[config.mk]
export PLATFORM = sky130hd
export DESIGN_NAME = rx_decap_flat
export DESIGN_NICKNAME = d
export VERILOG_FILES = /design/src/rtl/rx_decap_if.sv /design/src/rtl/rx_decap.sv /design/src/flat_wrapper.sv
export SDC_FILE = /design/constraint.sdc
export NUM_CORES = 1
export LEC_CHECK = 0
export ABC_AREA = 1
export BUFFER_PORTS_ARGS = -buffer_cell sky130_fd_sc_hd__buf_2
export CAP_MARGIN = 40
export CORE_UTILIZATION = 44
export CTS_BUF_LIST = sky130_fd_sc_hd__clkbuf_8
export DETAILED_ROUTE_END_ITERATION = 7
export GPL_ROUTABILITY_DRIVEN = 0
export PLACE_DENSITY = 0.69
export SYNTH_ARGS = -nofsm -noshare
export SYNTH_HDL_FRONTEND = slang
export SYNTH_SLANG_ARGS = --single-unit
[constraint.sdc]
create_clock -name clk -period 3.4 [get_ports clk]
set_input_delay 0.51 -clock clk [delete_from_list [all_inputs] [get_ports clk]]
set_output_delay 0.51 -clock clk [all_outputs]
set_load 0.1 [all_outputs]
[src/rtl/rx_decap_if.sv]
// RX decapsulator bus: decoder input, FIFO writes,
// PAUSE handshake and drop counter.
interface rx_decap_if;
  logic        rx_dvld;
  logic        rx_sof;
  logic        rx_eof;
  logic [63:0] rx_data;
  logic [2:0]  rx_lbytes;
  logic        rx_err;
  logic        rxfifo_full;
  logic        rxfifo_afull;
  logic        rxfifo_wr_en;
  logic [63:0] rxfifo_din;
  logic        rxstat_full;
  logic        rxstat_wr_en;
  logic [31:0] rxstat_din;
  logic        rx_pause;
  logic [15:0] rx_pvalue;
  logic        rx_pack;
  logic [15:0] drop_cnt;

  modport master (
    output rx_dvld, rx_sof, rx_eof, rx_data,
    output rx_lbytes, rx_err,
    output rxfifo_full, rxfifo_afull,
    output rxstat_full, rx_pack,
    input  rxfifo_wr_en, rxfifo_din,
    input  rxstat_wr_en, rxstat_din,
    input  rx_pause, rx_pvalue, drop_cnt
  );

  modport slave (
    input  rx_dvld, rx_sof, rx_eof, rx_data,
    input  rx_lbytes, rx_err,
    input  rxfifo_full, rxfifo_afull,
    input  rxstat_full, rx_pack,
    output rxfifo_wr_en, rxfifo_din,
    output rxstat_wr_en, rxstat_din,
    output rx_pause, rx_pvalue, drop_cnt
  );
endinterface

[src/rtl/rx_decap.sv]
// RX decapsulator: frame words into data/status
// FIFOs, 802.3x PAUSE detection toward tx_encap.
module rx_decap #(
  parameter logic [15:0] MAX_LEN   = 16'd9600,
  parameter bit          PAUSE_FWD = 1'b0
) (
  input logic       clk,
  input logic       rst_,
  rx_decap_if.slave bus
);

  typedef enum logic [2:0] {
    IDLE, HDR, PAUSE, FWD, DROP, STAT
  } state_t;

  localparam logic [47:0] PAUSE_DA =
    48'h0100_00C2_8001;
  localparam logic [31:0] PAUSE_ET =
    32'h0100_0888;

  state_t      state;
  state_t      state_n;

  logic [63:0] hold;
  logic        hold_v;
  logic        hold_ovr;
  logic [15:0] len;
  logic        err;
  logic        trunc;
  logic        ovr;
  logic        disc;
  logic        is_p;
  logic        drop_after;
  logic [1:0]  wcnt;
  logic [15:0] pv_cap;
  logic [15:0] pvalue;
  logic        pause;
  logic [15:0] drops;

  logic        dv;
  logic        sof;
  logic        eof;
  logic        start;
  logic        take;
  logic        close;
  logic        drop;
  logic        classify;
  logic        pause_hit;
  logic        wr_cand;
  logic        wr_ok;
  logic        wr_en;
  logic        full_hit;
  logic        pause_w;
  logic [3:0]  bytes;
  logic [15:0] len_base;
  logic [16:0] len_sum;
  logic [15:0] len_n;
  logic        over;
  logic [15:0] pv_new;

  assign dv  = bus.rx_dvld;
  assign sof = bus.rx_sof;
  assign eof = bus.rx_eof;

  assign bytes =
    (eof && bus.rx_lbytes != 3'd0) ?
    {1'b0, bus.rx_lbytes} : 4'd8;

  assign len_base = start ? 16'd0 : len;
  assign len_sum  = {1'b0, len_base} +
                    {13'd0, bytes};
  assign len_n    = len_sum[16] ?
                    16'hFFFF : len_sum[15:0];
  assign over     = len_n > MAX_LEN;

  assign pause_w =
    (hold[47:0] == PAUSE_DA) &&
    (bus.rx_data[63:32] == PAUSE_ET);

  assign pv_new = (wcnt == 2'd2) ?
    {bus.rx_data[7:0], bus.rx_data[15:8]} :
    pv_cap;

  // Frame sequencing and per-cycle actions
  always_comb begin
    state_n   = state;
    start     = 1'b0;
    take      = 1'b0;
    close     = 1'b0;
    drop      = 1'b0;
    classify  = 1'b0;
    pause_hit = 1'b0;
    wr_cand   = 1'b0;
    unique case (state)
      IDLE: begin
        if (dv && sof) begin
          if (bus.rxfifo_afull ||
              bus.rxstat_full) begin
            drop    = 1'b1;
            state_n = eof ? IDLE : DROP;
          end else begin
            start   = 1'b1;
            state_n = eof ? STAT : HDR;
          end
        end
      end
      HDR: begin
        if (dv && sof) begin
          close   = 1'b1;
          drop    = 1'b1;
          state_n = STAT;
        end else if (dv) begin
          take     = 1'b1;
          classify = 1'b1;
          wr_cand  = !pause_w || PAUSE_FWD;
          if (eof)
            state_n = (pause_w && !PAUSE_FWD) ?
                      IDLE : STAT;
          else
            state_n = pause_w ? PAUSE : FWD;
        end
      end
      PAUSE, FWD: begin
        if (dv && sof) begin
          close = 1'b1;
          drop  = 1'b1;
          if (state == FWD || PAUSE_FWD)
            state_n = STAT;
          else
            state_n = eof ? IDLE : DROP;
        end else if (dv) begin
          take    = 1'b1;
          wr_cand = (state == FWD) || PAUSE_FWD;
          if (eof) begin
            pause_hit = (state == PAUSE) &&
                        !bus.rx_err &&
                        (wcnt >= 2'd2);
            state_n = ((state == FWD) ||
                       PAUSE_FWD) ? STAT : IDLE;
          end
        end
      end
      DROP: begin
        if (dv && sof) begin
          drop    = 1'b1;
          state_n = eof ? IDLE : DROP;
        end else if (dv && eof) begin
          state_n = IDLE;
        end
      end
      STAT: begin
        wr_cand = 1'b1;
        state_n = drop_after ? DROP : IDLE;
        if (dv && sof) begin
          drop    = 1'b1;
          state_n = eof ? IDLE : DROP;
        end else if (dv && eof) begin
          state_n = IDLE;
        end
      end
      default: state_n = IDLE;
    endcase
  end

  // The held word is written one word late; a full
  // FIFO discards it and everything after it.
  assign wr_ok    = wr_cand && hold_v &&
                    !hold_ovr && !disc;
  assign wr_en    = wr_ok && !bus.rxfifo_full;
  assign full_hit = wr_ok && bus.rxfifo_full;

  // State register
  always_ff @(posedge clk or negedge rst_) begin
    if (!rst_) state <= IDLE;
    else       state <= state_n;
  end

  // Hold register and per-frame status fields
  always_ff @(posedge clk or negedge rst_) begin
    if (!rst_) begin
      hold       <= '0;
      hold_v     <= 1'b0;
      hold_ovr   <= 1'b0;
      len        <= '0;
      err        <= 1'b0;
      trunc      <= 1'b0;
      ovr        <= 1'b0;
      disc       <= 1'b0;
      is_p       <= 1'b0;
      drop_after <= 1'b0;
      wcnt       <= '0;
      pv_cap     <= '0;
    end else if (start) begin
      hold       <= bus.rx_data;
      hold_v     <= 1'b1;
      hold_ovr   <= over;
      len        <= len_n;
      err        <= eof & bus.rx_err;
      trunc      <= over;
      ovr        <= over;
      disc       <= 1'b0;
      is_p       <= 1'b0;
      drop_after <= 1'b0;
      wcnt       <= 2'd1;
    end else begin
      if (full_hit) begin
        disc  <= 1'b1;
        trunc <= 1'b1;
      end
      if (take) begin
        hold     <= bus.rx_data;
        hold_ovr <= over;
        len      <= len_n;
        if (over) begin
          ovr   <= 1'b1;
          trunc <= 1'b1;
        end
        if (eof) err <= bus.rx_err;
        if (wcnt != 2'd3) wcnt <= wcnt + 2'd1;
        if (state == PAUSE && wcnt == 2'd2)
          pv_cap <= {bus.rx_data[7:0],
                     bus.rx_data[15:8]};
      end
      if (classify) is_p <= pause_w;
      if (close) begin
        trunc      <= 1'b1;
        drop_after <= !eof;
      end
      if (state_n == IDLE || state_n == DROP)
        hold_v <= 1'b0;
    end
  end

  // PAUSE request held until tx_encap acknowledges
  always_ff @(posedge clk or negedge rst_) begin
    if (!rst_) begin
      pause  <= 1'b0;
      pvalue <= '0;
    end else if (pause_hit) begin
      pause  <= 1'b1;
      pvalue <= pv_new;
    end else if (pause && bus.rx_pack) begin
      pause  <= 1'b0;
    end
  end

  // Saturating count of frames dropped at sof
  always_ff @(posedge clk or negedge rst_) begin
    if (!rst_)
      drops <= '0;
    else if (drop && drops != 16'hFFFF)
      drops <= drops + 16'd1;
  end

  assign bus.rxfifo_wr_en = wr_en;
  assign bus.rxfifo_din   = wr_en ? hold : '0;
  assign bus.rxstat_wr_en = (state == STAT);
  assign bus.rxstat_din   = (state == STAT) ?
    {12'h0, is_p, ovr, trunc | full_hit,
     err, len} : '0;
  assign bus.rx_pause     = pause;
  assign bus.rx_pvalue    = pvalue;
  assign bus.drop_cnt     = drops;

endmodule
[src/flat_wrapper.sv]
// flat-port wrapper written by rule: the top's interface ports become plain ports
module rx_decap_flat 
#(
  parameter logic [15:0] MAX_LEN   = 16'd9600,
  parameter bit          PAUSE_FWD = 1'b0
)
  (clk, rst_, bus_rx_dvld, bus_rx_sof, bus_rx_eof, bus_rx_data, bus_rx_lbytes, bus_rx_err, bus_rxfifo_full, bus_rxfifo_afull, bus_rxstat_full, bus_rx_pack, bus_rxfifo_wr_en, bus_rxfifo_din, bus_rxstat_wr_en, bus_rxstat_din, bus_rx_pause, bus_rx_pvalue, bus_drop_cnt);
  rx_decap_if bus_i ();
  input logic clk;
  input logic rst_;
  input wire logic [$bits(bus_i.rx_dvld)-1:0] bus_rx_dvld;
  input wire logic [$bits(bus_i.rx_sof)-1:0] bus_rx_sof;
  input wire logic [$bits(bus_i.rx_eof)-1:0] bus_rx_eof;
  input wire logic [$bits(bus_i.rx_data)-1:0] bus_rx_data;
  input wire logic [$bits(bus_i.rx_lbytes)-1:0] bus_rx_lbytes;
  input wire logic [$bits(bus_i.rx_err)-1:0] bus_rx_err;
  input wire logic [$bits(bus_i.rxfifo_full)-1:0] bus_rxfifo_full;
  input wire logic [$bits(bus_i.rxfifo_afull)-1:0] bus_rxfifo_afull;
  input wire logic [$bits(bus_i.rxstat_full)-1:0] bus_rxstat_full;
  input wire logic [$bits(bus_i.rx_pack)-1:0] bus_rx_pack;
  output wire logic [$bits(bus_i.rxfifo_wr_en)-1:0] bus_rxfifo_wr_en;
  output wire logic [$bits(bus_i.rxfifo_din)-1:0] bus_rxfifo_din;
  output wire logic [$bits(bus_i.rxstat_wr_en)-1:0] bus_rxstat_wr_en;
  output wire logic [$bits(bus_i.rxstat_din)-1:0] bus_rxstat_din;
  output wire logic [$bits(bus_i.rx_pause)-1:0] bus_rx_pause;
  output wire logic [$bits(bus_i.rx_pvalue)-1:0] bus_rx_pvalue;
  output wire logic [$bits(bus_i.drop_cnt)-1:0] bus_drop_cnt;
  assign bus_i.rx_dvld = bus_rx_dvld;
  assign bus_i.rx_sof = bus_rx_sof;
  assign bus_i.rx_eof = bus_rx_eof;
  assign bus_i.rx_data = bus_rx_data;
  assign bus_i.rx_lbytes = bus_rx_lbytes;
  assign bus_i.rx_err = bus_rx_err;
  assign bus_i.rxfifo_full = bus_rxfifo_full;
  assign bus_i.rxfifo_afull = bus_rxfifo_afull;
  assign bus_i.rxstat_full = bus_rxstat_full;
  assign bus_i.rx_pack = bus_rx_pack;
  assign bus_rxfifo_wr_en = bus_i.rxfifo_wr_en;
  assign bus_rxfifo_din = bus_i.rxfifo_din;
  assign bus_rxstat_wr_en = bus_i.rxstat_wr_en;
  assign bus_rxstat_din = bus_i.rxstat_din;
  assign bus_rx_pause = bus_i.rx_pause;
  assign bus_rx_pvalue = bus_i.rx_pvalue;
  assign bus_drop_cnt = bus_i.drop_cnt;
  rx_decap #(.MAX_LEN(MAX_LEN), .PAUSE_FWD(PAUSE_FWD)) u_core (.clk(clk), .rst_(rst_), .bus(bus_i));
endmodule
Yosys cells after proc, flatten, opt, wreduce, memory -nomap -nowiden
Cells that the tools add are included.
Word-level totals
  register bits: 142
  bits in latches: 0
  memory bits (writable): 0
  ROM bits: 0
  bits of input ports: 77
  output and inout bits: 131
  logic and storage cells: 153
  memories kept: 0
Operators by class
  add/sub/neg operators: 3
  multiply operators: 0
  divide/modulo/power cells: 0
  order comparisons: 2
  equal/unequal tests: 11
  shift operators: 0
  multiplexer cells: 77
  bitwise gates (word level): 3
  reductions and logical operators: 41
Operators with widths (count)
  $mux W64: 3
  $mux W16: 5
  $mux W3: 18
  $eq A48 B41 Y1 const B: 1
  $mux W1: 43
  $eq A32 B25 Y1 const B: 1
  $mux W20: 1
  $reduce_bool A2 Y1: 9
  $add A16 B4 Y17: 1
  $add A16 B1 Y16 const B: 1
  $gt A16 B14 Y1 const B: 1
  $ne A16 B16 Y1 const B: 1
  $pmux W3 S5: 1
  $logic_and A1 B1 Y1: 14
  $eq A3 B3 Y1 const B: 3
  $eq A3 B2 Y1 const B: 2
  $logic_not A1 Y1: 6
  $logic_not A3 Y1: 2
  $mux W2: 3
  $reduce_and A2 Y1: 3
  $reduce_or A5 Y1: 1
  $mux W4: 1
  $eq A3 B1 Y1 const B: 1
  $pmux W1 S3: 1
  other kinds (13): 14

Depth between registers and ports, before layout
  depth after elaboration: 15
  depth in mapped cells: 26
  gate-level depth less buffers: 25

Worst setup path before layout
Ideal clock, no wire load.
  path type: register -> output
  start point: register u_core.state[0]
  end point: output port bus_rxfifo_din[10]
  arrival: 5.454 ns
  data required time: 2.890 ns
  slack: -2.564 ns
  cell stages (with the launch flop): 12
  path buffers: 1
  cell sequence: dfrtp_1 inv_1 nor2_1 inv_1 nor2_1 inv_1 o211ai_1 nand2_1 nor2_1 inv_2 buf_2 nor2_1
On the way
  elaborated cells between the ends (all ways): 13
  those cells by class: 4 x eq/ne; 4 x mux; 5 x reduce/logical
RTL lines
  start: declaration: RTL line rx_decap.sv:21  | state_t state;
  start signal: assignment: RTL line rx_decap.sv:175  | else state <= state_n;
  $eq A3 B3 Y1
  named net bus_rxstat_wr_en: RTL line flat_wrapper.sv:23  | output wire logic [$bits(bus_i.rxstat_wr_en)-1:0] bus_rxstat_wr_en;
  $pmux W1 S3: RTL line rx_decap.sv:94  | unique case (state)
  $logic_and A1 B1 Y1 (2 in a row): RTL line rx_decap.sv:167  | assign wr_ok = wr_cand && hold_v &&
  $logic_and A1 B1 Y1: RTL line rx_decap.sv:168  | !hold_ovr && !disc;
  $logic_and A1 B1 Y1: RTL line rx_decap.sv:169  | assign wr_en = wr_ok && !bus.rxfifo_full;
  named net bus_rxfifo_wr_en: RTL line flat_wrapper.sv:21  | output wire logic [$bits(bus_i.rxfifo_wr_en)-1:0] bus_rxfifo_wr_en;
  $mux W64: RTL line rx_decap.sv:256  | assign bus.rxfifo_din = wr_en ? hold : '0;
  end: declaration: RTL line flat_wrapper.sv:22  | output wire logic [$bits(bus_i.rxfifo_din)-1:0] bus_rxfifo_din;
The timed path passes the listed nets, and every way through them passes these cells.

Worst setup path after layout
  start point: register u_core.hold[12]
  end point: output port bus_rxfifo_din[51]
On the way
  cells in the longest elaborated chain, start to end: 11
Ends and longest elaborated chain
  start: declaration: RTL line rx_decap.sv:24  | logic [63:0] hold;
  start signal: assignment: RTL line rx_decap.sv:194  | hold <= bus.rx_data;
  start signal: assignment: RTL line rx_decap.sv:211  | hold <= bus.rx_data;
  $eq A48 B41 Y1: RTL line rx_decap.sv:77  | (hold[47:0] == PAUSE_DA) &&
  $logic_and A1 B1 Y1: RTL line rx_decap.sv:77
  $logic_not A1 Y1: RTL line rx_decap.sv:115  | wr_cand = !pause_w || PAUSE_FWD;
  $mux W1: RTL line rx_decap.sv:112  | end else if (dv) begin
  $mux W1: RTL line rx_decap.sv:108  | if (dv && sof) begin
  $pmux W1 S3: RTL line rx_decap.sv:94
  $logic_and A1 B1 Y1 (2 in a row): RTL line rx_decap.sv:167
  $logic_and A1 B1 Y1: RTL line rx_decap.sv:168
  $logic_and A1 B1 Y1: RTL line rx_decap.sv:169
  $mux W64: RTL line rx_decap.sv:256
Every way passes these cells.

==> summary.md <==
| Metric | Value |
|---|---|
| CP required | 2890 ps |
| CTS tree | yes |
| Vias/cell | 4.780 |
| Core Util, Final | 60.44% |
| Final WL | 18,970 um |
| Max FO, Critical Path | 17 |
| Clk_skew | 8.561 ps |
| Worst Path Arrival | 2730 ps |
| Num CTS Buffers | 17 |
| WL per Instance | 13.42 um |
| CTS Buffer Depth | 2 |
| DRC viols | 0 |
| Row count | 47 |
| # port buffers | 195 |
| Htree depth | 4 |
| Total power draw | 6.347 mW |
| Initial antenna violation count | 0 |
| Min-delay worst type | in2async |
| CP Launch Type | flop |
| Count of different cell masters after synthesis | 42 |
| Post-Syn Instances | 985 |
| Register bit total from synthesis | 142 |
| Initial Util | 45.22% |
| Sequential share of the synthesized area | 47.39% |
| Clock Latency Late Sink | 450 ps |
| Die area | 17,570 um2 |
| Post-synth top cells | nand2_1, inv_1, dfrtp_1 |
| Placement Cell Area | 9230 um2 |
| Worst-Margin Slew | 756.9 ps |
| GR Util All Layers | 22.38% |
| Final instance area | 10,020 um2 |
| Max capacitance violation total | 0 |
| Leak | 4.998 nW |
| EDFF count, synth | 0 |
| Total number of vias | 6,759 |
| Crit end category | primary output |
| First-pass GRT wire length | 31,350 um |
| Syn_area_per_cell | 7.613 um2 |
| Ys async rst share | 100.0% |
| Hold Fails Final Rpt | 0 |
| Cts hold-fix bufs | 0 |
| Max transition margin | 49.42% |
| Synthesized area | 7498 um2 |
| Largest net degree at the start of global routing | 103 |
| Status | complete, no violations |
| Top cells by area, synth | dfrtp_1, nand2_1, o21ai_0 |
| Router iterations before antenna repair | 5 |
| Final setup vio count | 0 |
| Half-perimeter wire length after placement | 13,590 um |
| Ys flop type | dfrtp_1 |
| Top cell type by total area after synthesis | dfrtp_1 |
| Fin cells | 1,414 |
| Slew Viols, Final | 0 |
| Detail Route Antenna Nets | 0 |
| Maximum vdd drop | 0.4515 mV |
| Count leader, synth | nand2_1 |
| Critical path class | reg2out |
| FMAX | 0.3086 GHz |
| Share of Yosys cell area claimed by the top area cell type | 47.39% |
| Period utilisation layout | 95.30% |
| # IOs | 208 |
| Core ar. | 16,580 um2 |
| Clock Root Buffer | clkbuf_8 |
| Placed cells | 1,379 |
| Initial DRC count | 392 |
| Chip Width | 132.5 um |
| Vias in the first global route | 6,382 |
| Total gr overflow | 0 |
| Synth warn | 0 |
| CTS Sinks | 142 |
| Die Height | 132.5 um |
| # diodes | 0 |
| Layout area overhead | 33.67% |
| Final #Nets | 1,266 |
| Min Tclk post-route | 3240 ps |
| PwrDens | 633.2 nW/um2 |
| Clock Pin Slew Worst Setup and Hold Paths | 90 ps |
| Layout cells sized above 1 | 30.82% |
-- worst paths after layout --
| kind | startpoint | to | slack, ps | cells past startpoint |
|---|---|---|---|---|
| worst max-delay path | u_core.hold[12] | bus_rxfifo_din[51] | 160 | 14 |
| worst min-delay path | rst_ | u_core.hold[24] | 40 | 1 |
| worst max register to register | u_core.state[2] | u_core.ovr | 360 | 21 |
| worst min register to register | u_core.bus.rx_pvalue[3] | u_core.bus.rx_pvalue[3] | 490 | 2 |
| max in group asynchronous | rst_ | u_core.pv_cap[6] | 2600 | 2 |
| min in group clk | bus_rx_pack | u_core.bus.rx_pause | 230 | 2 |
-- state kept, by name (all words and copies together), names as in the netlist --
signal                flops
u_core.hold              64
u_core.bus.drop_cnt      16
u_core.bus.rx_pvalue     16
u_core.len               16
u_core.pv_cap            16
u_core.state              3
u_core.wcnt               2
u_core.bus.rx_pause       1
u_core.disc               1
u_core.drop_after         1
u_core.err                1
u_core.hold_ovr           1
u_core.hold_v             1
u_core.is_p               1
u_core.ovr                1
u_core.trunc              1
-- cell type report --
class	count	area, um2
tap	220	275.3
fill	1549	6560
clock buffer	17	234.0
sequential	142	3556
multi-input combinational	641	3617
timing repair buffer	217	1568
clock inverter	15	152.6
inverter	162	620.6
-- cells by family (layout without fill, tap and decap cells) --
family | Yosys count | in the layout | share of synthesized area [%]
buf+inv | 213 | 411 | 11.78
flops | 142 | 142 | 47.39
mux | 1 | 1 | 0.1502
xor+xnor | 19 | 19 | 2.219
simple gates | 440 | 440 | 25.61
fa+ha+maj | 8 | 8 | 1.435
compound gates | 161 | 161 | 11.36
other cells | 1 | 12 | 0.05001
-- per-stage QoR --
stage	setup TNS, ps	hold slack [ps]	setup slack [ps]
final	0	44.56	159.7
after global routing	-361.1	75.83	-23.89
after CTS	0	56.12	2.039
after detailed placement	0	468.7	160.0
after global placement	0	461.4	199.1
after floorplan	-354.4	214.4	-74.94
-- layout by cell type (no fill, tap or decap), drive strengths merged, types with 2 or more instances in the layout --
cell type	n
a21oi	10
a22oi	4
a32oi	2
buf	205
clkbuf	29
clkinv	2
clkinvlp	3
conb	12
dfrtp	142
ha	7
inv	171
nand2	210
nand3	48
nand4	18
nor2	150
nor3	7
nor4	7
o21ai	137
o31ai	3
xnor2	6
xor2	13
-- report_power, final --
| group | internal, mW | total [mW] | leakage, nW | switching (mW) |
|---|---|---|---|---|
| Combinational | 0.656 | 2.48 | 3.00 | 1.82 |
| Sequential | 2.23 | 2.53 | 1.81 | 0.292 |
| Clock | 0.605 | 1.34 | 0.190 | 0.736 |
| Total | 3.50 | 6.35 | 5.00 | 2.85 |
-- critical path, cell delays in order (launching register included) --
cell and delay (ps):
dfrtp_1 400, inv_1 120, nand4_1 120, nor2_2 140
nand3_2 110, nor2_4 140, nand3_2 150, nand2_1 110
o211ai_1 120, nand2_1 140, nor2_4 70, inv_8 130
buf_16 230, nor2_4 40, buf_4 230
-- repair_timing --
item,4_1_cts,5_1_grt
pin swaps,0,2
resized for setup,40,97
cloned,1,0
setup buffers,2,0
endpoints found under the setup margin,56,64
-- per-layer routing --
layer	global-route usage [%]	vias to the layer above	wire [um]
li1	-	3455	-
met2	35.76	177	9174
met5	0	-	0
met3	5.670	16	1026
met4	6.130	0	185
met1	30.18	3111	8583
(Power assumes the default switching activity.)
